`config.mk`:
```
export PLATFORM = sky130hd
export DESIGN_NAME = button_bounce_gen_flat
export DESIGN_NICKNAME = d
export VERILOG_FILES = /design/src/rtl/button_bounce_gen_if.sv /design/src/rtl/button_bounce_gen.sv /design/src/flat_wrapper.sv
export SDC_FILE = /design/constraint.sdc
export NUM_CORES = 1
export LEC_CHECK = 0
export ABC_AREA = 0
export CAP_MARGIN = 40
export CORE_MARGIN = 5
export CORE_UTILIZATION = 66
export CTS_CLUSTER_SIZE = 16
export DETAILED_ROUTE_END_ITERATION = 10
export PLACE_DENSITY = 0.83
export SLEW_MARGIN = 0
export SYNTH_ARGS = -nofsm -noshare
export SYNTH_HDL_FRONTEND = slang
export SYNTH_SLANG_ARGS = --single-unit
```
`constraint.sdc`:
```
create_clock -name clk -period 4.2 [get_ports clk]
set_clock_uncertainty 0.15 [all_clocks]
set_input_delay 0.84 -clock clk [delete_from_list [all_inputs] [get_ports clk]]
set_output_delay 0.84 -clock clk [all_outputs]
set_load 0.01 [all_outputs]
```
`src/rtl/button_bounce_gen_if.sv`:
```
// Request/status bundle between a press requester and the button emulator.
interface button_bounce_gen_if;
  logic press_req;
  logic pb_emul;
  logic busy;
  logic done;

  // Requester side: issues press requests and watches the emulated button.
  modport master (output press_req, input pb_emul, busy, done);
  // Emulator side.
  modport slave  (input press_req, output pb_emul, busy, done);
endinterface

```
`src/rtl/button_bounce_gen.sv`:
```
// Push-button emulator: a one-cycle press request becomes a bouncing press,
// a stable high hold, and a bouncing release. Bounce gaps are drawn from an
// 8-bit Galois LFSR reloaded on reset, so every waveform after reset repeats.
module button_bounce_gen #(
  parameter int         BOUNCE_EDGES = 4,
  parameter int         GAP_W        = 2,
  parameter int         HOLD_CYCLES  = 8,
  parameter logic [7:0] LFSR_SEED    = 8'hA5
) (
  input logic               clk,
  input logic               rst_n,
  button_bounce_gen_if.slave bus
);

  typedef enum logic [1:0] {IDLE, PRESS, HOLD, RELEASE} state_t;

  localparam logic [15:0]    HOLD_INIT = 16'(HOLD_CYCLES);
  localparam logic [7:0]     LAST_EDGE = 8'(BOUNCE_EDGES);
  localparam logic [GAP_W:0] GAP_ONE   = (GAP_W+1)'(1);

  state_t         state_q, state_d;
  logic           pb_q, pb_d;
  logic           done_q, done_d;
  logic [7:0]     lfsr_q, lfsr_d;
  logic [GAP_W:0] gap_q, gap_d;
  logic [15:0]    hold_q, hold_d;
  logic [7:0]     edge_q, edge_d;

  logic [7:0]     lfsr_next;
  logic [GAP_W:0] gap_load;
  logic           last_toggle;

  // x^8+x^6+x^5+x^4+1 in right-shift Galois form (tap mask 0xB8).
  assign lfsr_next   = {1'b0, lfsr_q[7:1]} ^ (lfsr_q[0] ? 8'hB8 : 8'h00);
  assign gap_load    = {1'b0, lfsr_q[GAP_W-1:0]} + GAP_ONE;
  // edge_q counts toggles already made in this phase; the pending one is final
  // when it would be toggle number BOUNCE_EDGES+1.
  assign last_toggle = (edge_q == LAST_EDGE);

  assign bus.pb_emul = pb_q;
  assign bus.done    = done_q;
  assign bus.busy    = (state_q != IDLE);

  // State and output registers; reset aborts any emulation in flight.
  always_ff @(posedge clk or negedge rst_n) begin
    if (!rst_n) begin
      state_q <= IDLE;
      pb_q    <= 1'b0;
      done_q  <= 1'b0;
      lfsr_q  <= LFSR_SEED;
      gap_q   <= '0;
      hold_q  <= '0;
      edge_q  <= '0;
    end else begin
      state_q <= state_d;
      pb_q    <= pb_d;
      done_q  <= done_d;
      lfsr_q  <= lfsr_d;
      gap_q   <= gap_d;
      hold_q  <= hold_d;
      edge_q  <= edge_d;
    end
  end

  // Next-state and next-output decode; the LFSR only advances on a gap load.
  always_comb begin
    state_d = state_q;
    pb_d    = pb_q;
    done_d  = 1'b0;
    lfsr_d  = lfsr_q;
    gap_d   = gap_q;
    hold_d  = hold_q;
    edge_d  = edge_q;
    unique case (state_q)
      IDLE: begin
        if (bus.press_req) begin
          pb_d = 1'b1;
          if (BOUNCE_EDGES == 0) begin
            hold_d  = HOLD_INIT;
            state_d = HOLD;
          end else begin
            edge_d  = 8'd1;
            gap_d   = gap_load;
            lfsr_d  = lfsr_next;
            state_d = PRESS;
          end
        end
      end
      PRESS: begin
        if (gap_q == GAP_ONE) begin
          if (last_toggle) begin
            pb_d    = 1'b1;
            hold_d  = HOLD_INIT;
            state_d = HOLD;
          end else begin
            pb_d   = ~pb_q;
            edge_d = edge_q + 8'd1;
            gap_d  = gap_load;
            lfsr_d = lfsr_next;
          end
        end else begin
          gap_d = gap_q - GAP_ONE;
        end
      end
      HOLD: begin
        if (hold_q == 16'd1) begin
          pb_d = 1'b0;
          if (BOUNCE_EDGES == 0) begin
            done_d  = 1'b1;
            state_d = IDLE;
          end else begin
            edge_d  = 8'd1;
            gap_d   = gap_load;
            lfsr_d  = lfsr_next;
            state_d = RELEASE;
          end
        end else begin
          hold_d = hold_q - 16'd1;
        end
      end
      RELEASE: begin
        if (gap_q == GAP_ONE) begin
          if (last_toggle) begin
            pb_d    = 1'b0;
            done_d  = 1'b1;
            state_d = IDLE;
          end else begin
            pb_d   = ~pb_q;
            edge_d = edge_q + 8'd1;
            gap_d  = gap_load;
            lfsr_d = lfsr_next;
          end
        end else begin
          gap_d = gap_q - GAP_ONE;
        end
      end
      default: state_d = IDLE;
    endcase
  end

endmodule

```
`src/flat_wrapper.sv`:
```
// flat-port wrapper written by rule: the top's interface ports become plain ports
module button_bounce_gen_flat 
#(
  parameter int         BOUNCE_EDGES = 4,
  parameter int         GAP_W        = 2,
  parameter int         HOLD_CYCLES  = 8,
  parameter logic [7:0] LFSR_SEED    = 8'hA5
)
  (clk, rst_n, bus_press_req, bus_pb_emul, bus_busy, bus_done);
  button_bounce_gen_if bus_i ();
  input logic clk;
  input logic rst_n;
  input wire logic [$bits(bus_i.press_req)-1:0] bus_press_req;
  output wire logic [$bits(bus_i.pb_emul)-1:0] bus_pb_emul;
  output wire logic [$bits(bus_i.busy)-1:0] bus_busy;
  output wire logic [$bits(bus_i.done)-1:0] bus_done;
  assign bus_i.press_req = bus_press_req;
  assign bus_pb_emul = bus_i.pb_emul;
  assign bus_busy = bus_i.busy;
  assign bus_done = bus_i.done;
  button_bounce_gen #(.BOUNCE_EDGES(BOUNCE_EDGES), .GAP_W(GAP_W), .HOLD_CYCLES(HOLD_CYCLES), .LFSR_SEED(LFSR_SEED)) u_core (.clk(clk), .rst_n(rst_n), .bus(bus_i));
endmodule
```
==> results.json, run 1 <==
{
  "p_total_uw": 637,
  "holdBufCountCts": 0,
  "grt_usage": 0.201,
  "outcome": "completed",
  "synth_edf_count": 0,
  "grt_max_degree": 40,
  "cts_root_buf": "clkbuf_4",
  "clockBufferDepth": 2,
  "start_util": 0.690,
  "crit_fanout": 11,
  "final_common_cell": "dfrtp_1",
  "max_freq_mhz": 329,
  "sequentialPowerShare": 0.590,
  "nets": 256,
  "stdcell_count": 288,
  "p_leak_nw": 1.14,
  "cts.htree.levels": 2,
  "core_mm2": 0.00336,
  "layout_common_cells": "dfrtp_1 (35), nor2_1 (19), a21oi_1 (15)",
  "ys_warn_count": 0,
  "clock-sinks": 39,
  "gp_congestion": 0.897,
  "row_count": 21,
  "rsz0062_at_grt": "no",
  "fp.dieArea_mm2": 0.00480,
  "via_per_inst": 6.27,
  "dp_slack_ps": 1200,
  "worst_skew_pair.late_latency_ps": 350,
  "cap_violations": 0,
  "num-fill-cells": 271,
  "fin_setup_tns_ps": 0,
  "antenna_found_initial": 0,
  "grt_pass1_vias": 1740,
  "netlist_instances": 238,
  "whs_ps": 346,
  "drtAntennaViolNets": 0,
  "cts_tree": "built",
  "avgSynthCellArea_um2": 9.75,
  "syn_nets": 253,
  "endpoint_kind": "flip-flop",
  "crit_arrival_ps": 3140,
  "max_slew_margin": 0.460,
  "min_path_type": "flip-flop to flip-flop",
  "vias": 1805,
  "dieWidth_um": 69.3,
  "worst-setup-path-type": "flip-flop to flip-flop",
  "cts_inserted_buffers": 5,
  "seqCellArea_um2": 981,
  "synthDistinctLibCells": 50,
  "drtIter0Drc": 131,
  "path_clk_slew_ps": 120,
  "period_minus_slack_ps": 3040,
  "hold_viol_final": 0,
  "dpl.cell_count": 280,
  "swShare": 0.212,
  "grt_pass1_wl_mm": 7.98,
  "wl_per_cell_um": 15.3,
  "worstPathRequired_ps": 4300,
  "post-route-period-util": 0.725,
  "power_switching_uw": 135,
  "slew_violations": 0,
  "dr.pass1.iters": 4,
  "multi_input_area_mm2": 0.00125,
  "peakVddDrop_uv": 253,
  "num_antenna_cells": 0,
  "ioPinCount": 6,
  "power_density_mw_per_mm2": 258,
  "drcViolationCount": 0,
  "die_height_um": 69.3,
  "tightest_slew_ps": 810,
  "setup_slack_ps": 1160,
  "power.internal_uw": 502,
  "synthesis.area_mm2": 0.00232,
  "post-dp-hpwl_mm": 3.20,
  "start_kind": "flip-flop",
  "synth-main-ff-cell": "dfrtp_1",
  "layout-drive-gt1-share": 0.124,
  "ctsResizeCount": 0,
  "ys_seq_area_frac": 0.423,
  "grt_overflow": 0,
  "area_delta_synth_final_pct": 6.36,
  "wirelength_mm": 4.42,
  "p_clk_frac": 0.397,
  "postCtsSetupBuffers": 0,
  "p_comb_frac": 0.013,
  "port_buffers": 5,
  "synth-seq-cells": 39,
  "setup_viol": 0,
  "async_flop_share": 1.00
}
[critical path, cell delays in order (launching register included)]
cell,delay (ps)
dfrtp_1,440
inv_1,90
ha_1,140
nor4b_1,440
nand4_1,350
a22o_1,430
a211oi_4,510
mux2_2,400
[cell usage after synthesis (all sizes together), types with 5 or more instances]
library cell  number  area [um^2]
dfrtp             35          876
nor2              19         71.3
a21oi             15         75.1
o21ai             15         75.1
inv               14         52.6
nand2             14         52.6
ha                12          150
mux2              10          113
nand3              7         35.0
xor2               7         61.3
clkbuf             6         22.5
nand4              5         46.3
nor3               5         35.0
o211ai             5         37.5
o31ai              5         51.3
or4                5         37.5
[layer usage]
| layer | vias to the layer above | share of wire | global-route usage |
|---|---|---|---|
| li1 | 878 | - | - |
| met1 | 863 | 0.48 | 0.294 |
| met2 | 58 | 0.45 | 0.287 |
| met3 | 6 | 0.053 | 0.0493 |
| met4 | 0 | 0.014 | 0.0759 |
| met5 | - | 0 | 0 |
[power by group through the flow]
stage / clock network [mW] / registers, mW / logic, mW
2_1_floorplan: 0 / 0.383 / 0.000274
3_3_place_gp: 0 / 0.383 / 0.00891
3_5_place_dp: 0 / 0.383 / 0.00902
4_1_cts: 0.257 / 0.376 / 0.00901
5_1_grt: 0.277 / 0.376 / 0.0103
6_report: 0.253 / 0.376 / 0.00821
[cell families (layout without fill, tap and decap cells)]
logic type               count (synthesis)  count (layout)  synth area share
XOR/XNOR                                 9               9            0.0340
buffers and inverters                   23              27            0.0383
AND/OR/NAND/NOR                         84              84             0.206
multiplexers                            14              14            0.0658
AO/OA/AOI/OAI                           57              57             0.168
flip-flops                              39              39             0.423
adder cells (fa/ha/maj)                 12              12            0.0647
[path summary, 6_finish.rpt]
kind	start	to	slack, ps	depth (start not counted)
hold reg to reg	u_core.edge_q[7]	u_core.edge_q[7]	350	1
hold / removal	u_core.edge_q[7]	u_core.edge_q[7]	350	1
setup / recovery	u_core.hold_q[1]	u_core.lfsr_q[1]	1160	7
setup reg to reg	u_core.hold_q[1]	u_core.lfsr_q[1]	1160	7
min in group asynchronous	rst_n	u_core.state_q[1]	420	1
max in group asynchronous	rst_n	u_core.hold_q[3]	2970	1
[sequential cells by signal (all words and copies together), names as in the netlist]
signal              cells
u_core.hold_q          16
u_core.lfsr_q           8
u_core.state_q          2
u_core.gap_q            3
u_core.bus.pb_emul      1
u_core.edge_q           8
u_core.bus.done         1
[metrics by stage]
stage	util	instance area (um^2)
after global routing	0.734	2470
after floorplan	-	2320
after global placement	0.710	2390
final	0.734	2470
after detailed placement	0.710	2390
after CTS	0.734	2470
[final cells by class]
cell class / count / share of cell area
inverters: 14 / 0.0213
clock buffers: 5 / 0.0152
clock inverters: 3 / 0.0177
flip-flops and latches: 39 / 0.397
repair buffers: 5 / 0.0182
well taps: 46 / 0.0233
multi-input cells: 176 / 0.507
(Power assumes the default switching activity.)
==> run 2, diff against run 1 <==
--- a/config.mk
+++ b/config.mk
@@ -8,10 +8,10 @@
 export ABC_AREA = 0
 export CAP_MARGIN = 40
 export CORE_MARGIN = 5
-export CORE_UTILIZATION = 66
+export CORE_UTILIZATION = 55
 export CTS_CLUSTER_SIZE = 16
 export DETAILED_ROUTE_END_ITERATION = 10
-export PLACE_DENSITY = 0.83
+export PLACE_DENSITY = 0.74
 export SLEW_MARGIN = 0
 export SYNTH_ARGS = -nofsm -noshare
 export SYNTH_HDL_FRONTEND = slang
==> constraint.sdc (replaced) <==
create_clock -name clk -period 2.7 [get_ports clk]
set_clock_uncertainty 0.15 [all_clocks]
set_input_delay 0.54 -clock clk [delete_from_list [all_inputs] [get_ports clk]]
set_output_delay 0.54 -clock clk [all_outputs]
set_load 0.01 [all_outputs]
==> results.json, run 2 (synthesized netlist as in run 1, its figures left out) <==
{
  "gp_congestion": 0.804,
  "dpl.cell_count": 305,
  "stdcell_count": 317,
  "cts_root_buf": "clkbuf_8",
  "crit_fanout": 8,
  "dp_slack_ps": 13.3,
  "path_clk_slew_ps": 90,
  "whs_ps": 364,
  "worstPathCellList": "inv_1 -> ha_1 -> or4b_4 -> o31ai_4 -> nand4_4 -> buf_4 -> or3_1 -> a21oi_1",
  "dr.pass1.iters": 4,
  "drtAntennaViolNets": 0,
  "layout_common_cells": "dfrtp_1 (35), buf_4 (22), nor2_1 (19)",
  "period_minus_slack_ps": 2560,
  "endpoint_kind": "flip-flop",
  "cts.htree.levels": 2,
  "cpLargestDelayFamily": "simple AND/OR/NAND/NOR gates",
  "critPathSlowestCell": "or4b_4",
  "drtIter0Drc": 166,
  "reg2reg_depth": 8,
  "wirelength_mm": 4.84,
  "grt_pass1_wl_mm": 8.56,
  "die_height_um": 75.0,
  "setup_viol": 0,
  "multi_input_area_mm2": 0.00125,
  "dieWidth_um": 75.0,
  "cts_tree": "built",
  "post-route-period-util": 0.947,
  "grt_pass1_vias": 1777,
  "worst-path-buf-inv": 2,
  "row_count": 23,
  "drcViolationCount": 0,
  "area_delta_synth_final_pct": 17.5,
  "via_per_inst": 5.92,
  "antenna_found_initial": 0,
  "clockBufferDepth": 2,
  "hold_viol_final": 0,
  "setup_slack_ps": 144,
  "regMostFlops": "u_core.hold_q",
  "tightest_slew_ps": 515,
  "grt_overflow": 0,
  "core_mm2": 0.00406,
  "crit_start": "u_core.edge_q[1]",
  "seqCellArea_um2": 981,
  "largest_reg_flops": 16,
  "power_density_mw_per_mm2": 403,
  "reg.largest.list": "u_core.hold_q (16), u_core.edge_q (8), u_core.lfsr_q (8)",
  "nets": 281,
  "worst_skew_pair.late_latency_ps": 290,
  "worst-setup-path-type": "flip-flop to flip-flop",
  "post-dp-hpwl_mm": 3.61,
  "critPathMaxStageDelay_ps": 520,
  "max_freq_mhz": 391,
  "fp.dieArea_mm2": 0.00562,
  "p_leak_nw": 1.28,
  "clock-sinks": 39,
  "outcome": "completed",
  "wl_per_cell_um": 15.3,
  "min_path_type": "flip-flop to flip-flop",
  "peakVddDrop_uv": 295,
  "start_util": 0.572,
  "final_common_cell": "dfrtp_1",
  "max_slew_margin": 0.655,
  "slew_violations": 0,
  "start_kind": "flip-flop",
  "crit_arrival_ps": 2640,
  "r2r_setup_slack_ps": 140,
  "layout-drive-gt1-share": 0.206,
  "cap_violations": 0,
  "worstHoldStart": "u_core.lfsr_q[3]",
  "port_buffers": 5,
  "worstPathRequired_ps": 2780,
  "fin_util": 0.672,
  "ioPinCount": 6,
  "vias": 1876,
  "critPathCapture": "u_core.hold_q[8]",
  "cts_inserted_buffers": 5,
  "timing.rr.end": "u_core.hold_q[8]",
  "reg2reg_from": "u_core.edge_q[1]",
  "num-fill-cells": 313,
  "grt_usage": 0.199,
  "worstSetupPathDepth": 8,
  "num_antenna_cells": 0,
  "grt_max_degree": 30
}
==> run 2: cell count changes in the layout (fill, tap and decap cells not counted), sizes merged <==
cell         delta
clkinv          -1
inv             +1
dlygate4sd3     +1
buf            +24
==> run 2: timing repair <==
item | in CTS | in global routing
pin swaps | 1 | 2
gates resized for setup | 0 | 1
gates cloned | 0 | 0
buffers inserted | 0 | 3
setup endpoints to repair | 1 | 5
hold buffers | 1 | 0
hold endpoints to repair | 10 | 0
==> run 2: layer usage <==
layer / GRT usage / wire (um) / share of wire
met3: 0.0427 / 276 / 0.057
met4: 0.0534 / 49 / 0.010
met5: 0 / 0 / 0
met1: 0.308 / 2450 / 0.51
met2: 0.282 / 2060 / 0.43
==> run 2: worst reg2reg max path: stages, from the launching register on <==
cell	delay, ps
dfrtp_1	400
inv_1	80
ha_1	130
or4b_4	520
o31ai_4	420
nand4_4	190
buf_4	170
or3_1	300
a21oi_1	140
==> run 2: worst min-delay path by stage <==
stage                             end  slack [ps]  cells past startpoint
finish               u_core.lfsr_q[3]         360                      1
global route         u_core.lfsr_q[3]         370                      1
CTS                  u_core.edge_q[7]         350                      1
detailed placement  u_core.hold_q[13]         290                      1
global placement     u_core.edge_q[7]         330                      1
floorplan             u_core.bus.done          90                      0
==> run 2: power breakdown <==
group	total (mW)	switching, mW	leakage (nW)	internal [mW]
clock network	0.498	0.218	0.0587	0.280
registers	0.584	0	0.501	0.584
logic	0.0182	0.0125	0.720	0.00571
==> run 2: stage by stage <==
stage | instance area (um^2) | TNS (ps) | total power, mW
floorplan | 2320 | 0 | 0.596
global placement | 2550 | 0 | 0.610
detailed placement | 2570 | 0 | 0.613
CTS | 2700 | 0 | 1.11
global route | 2730 | -13.6 | 1.14
finish | 2730 | 0 | 1.10
==> run 2: layout make-up <==
type | instances | area share
multi-input combinational | 176 | 0.460
inverter | 14 | 0.0193
clock buffer | 5 | 0.0252
tap | 50 | 0.0229
sequential | 39 | 0.360
timing repair buffer | 30 | 0.0954
clock inverter | 3 | 0.0174
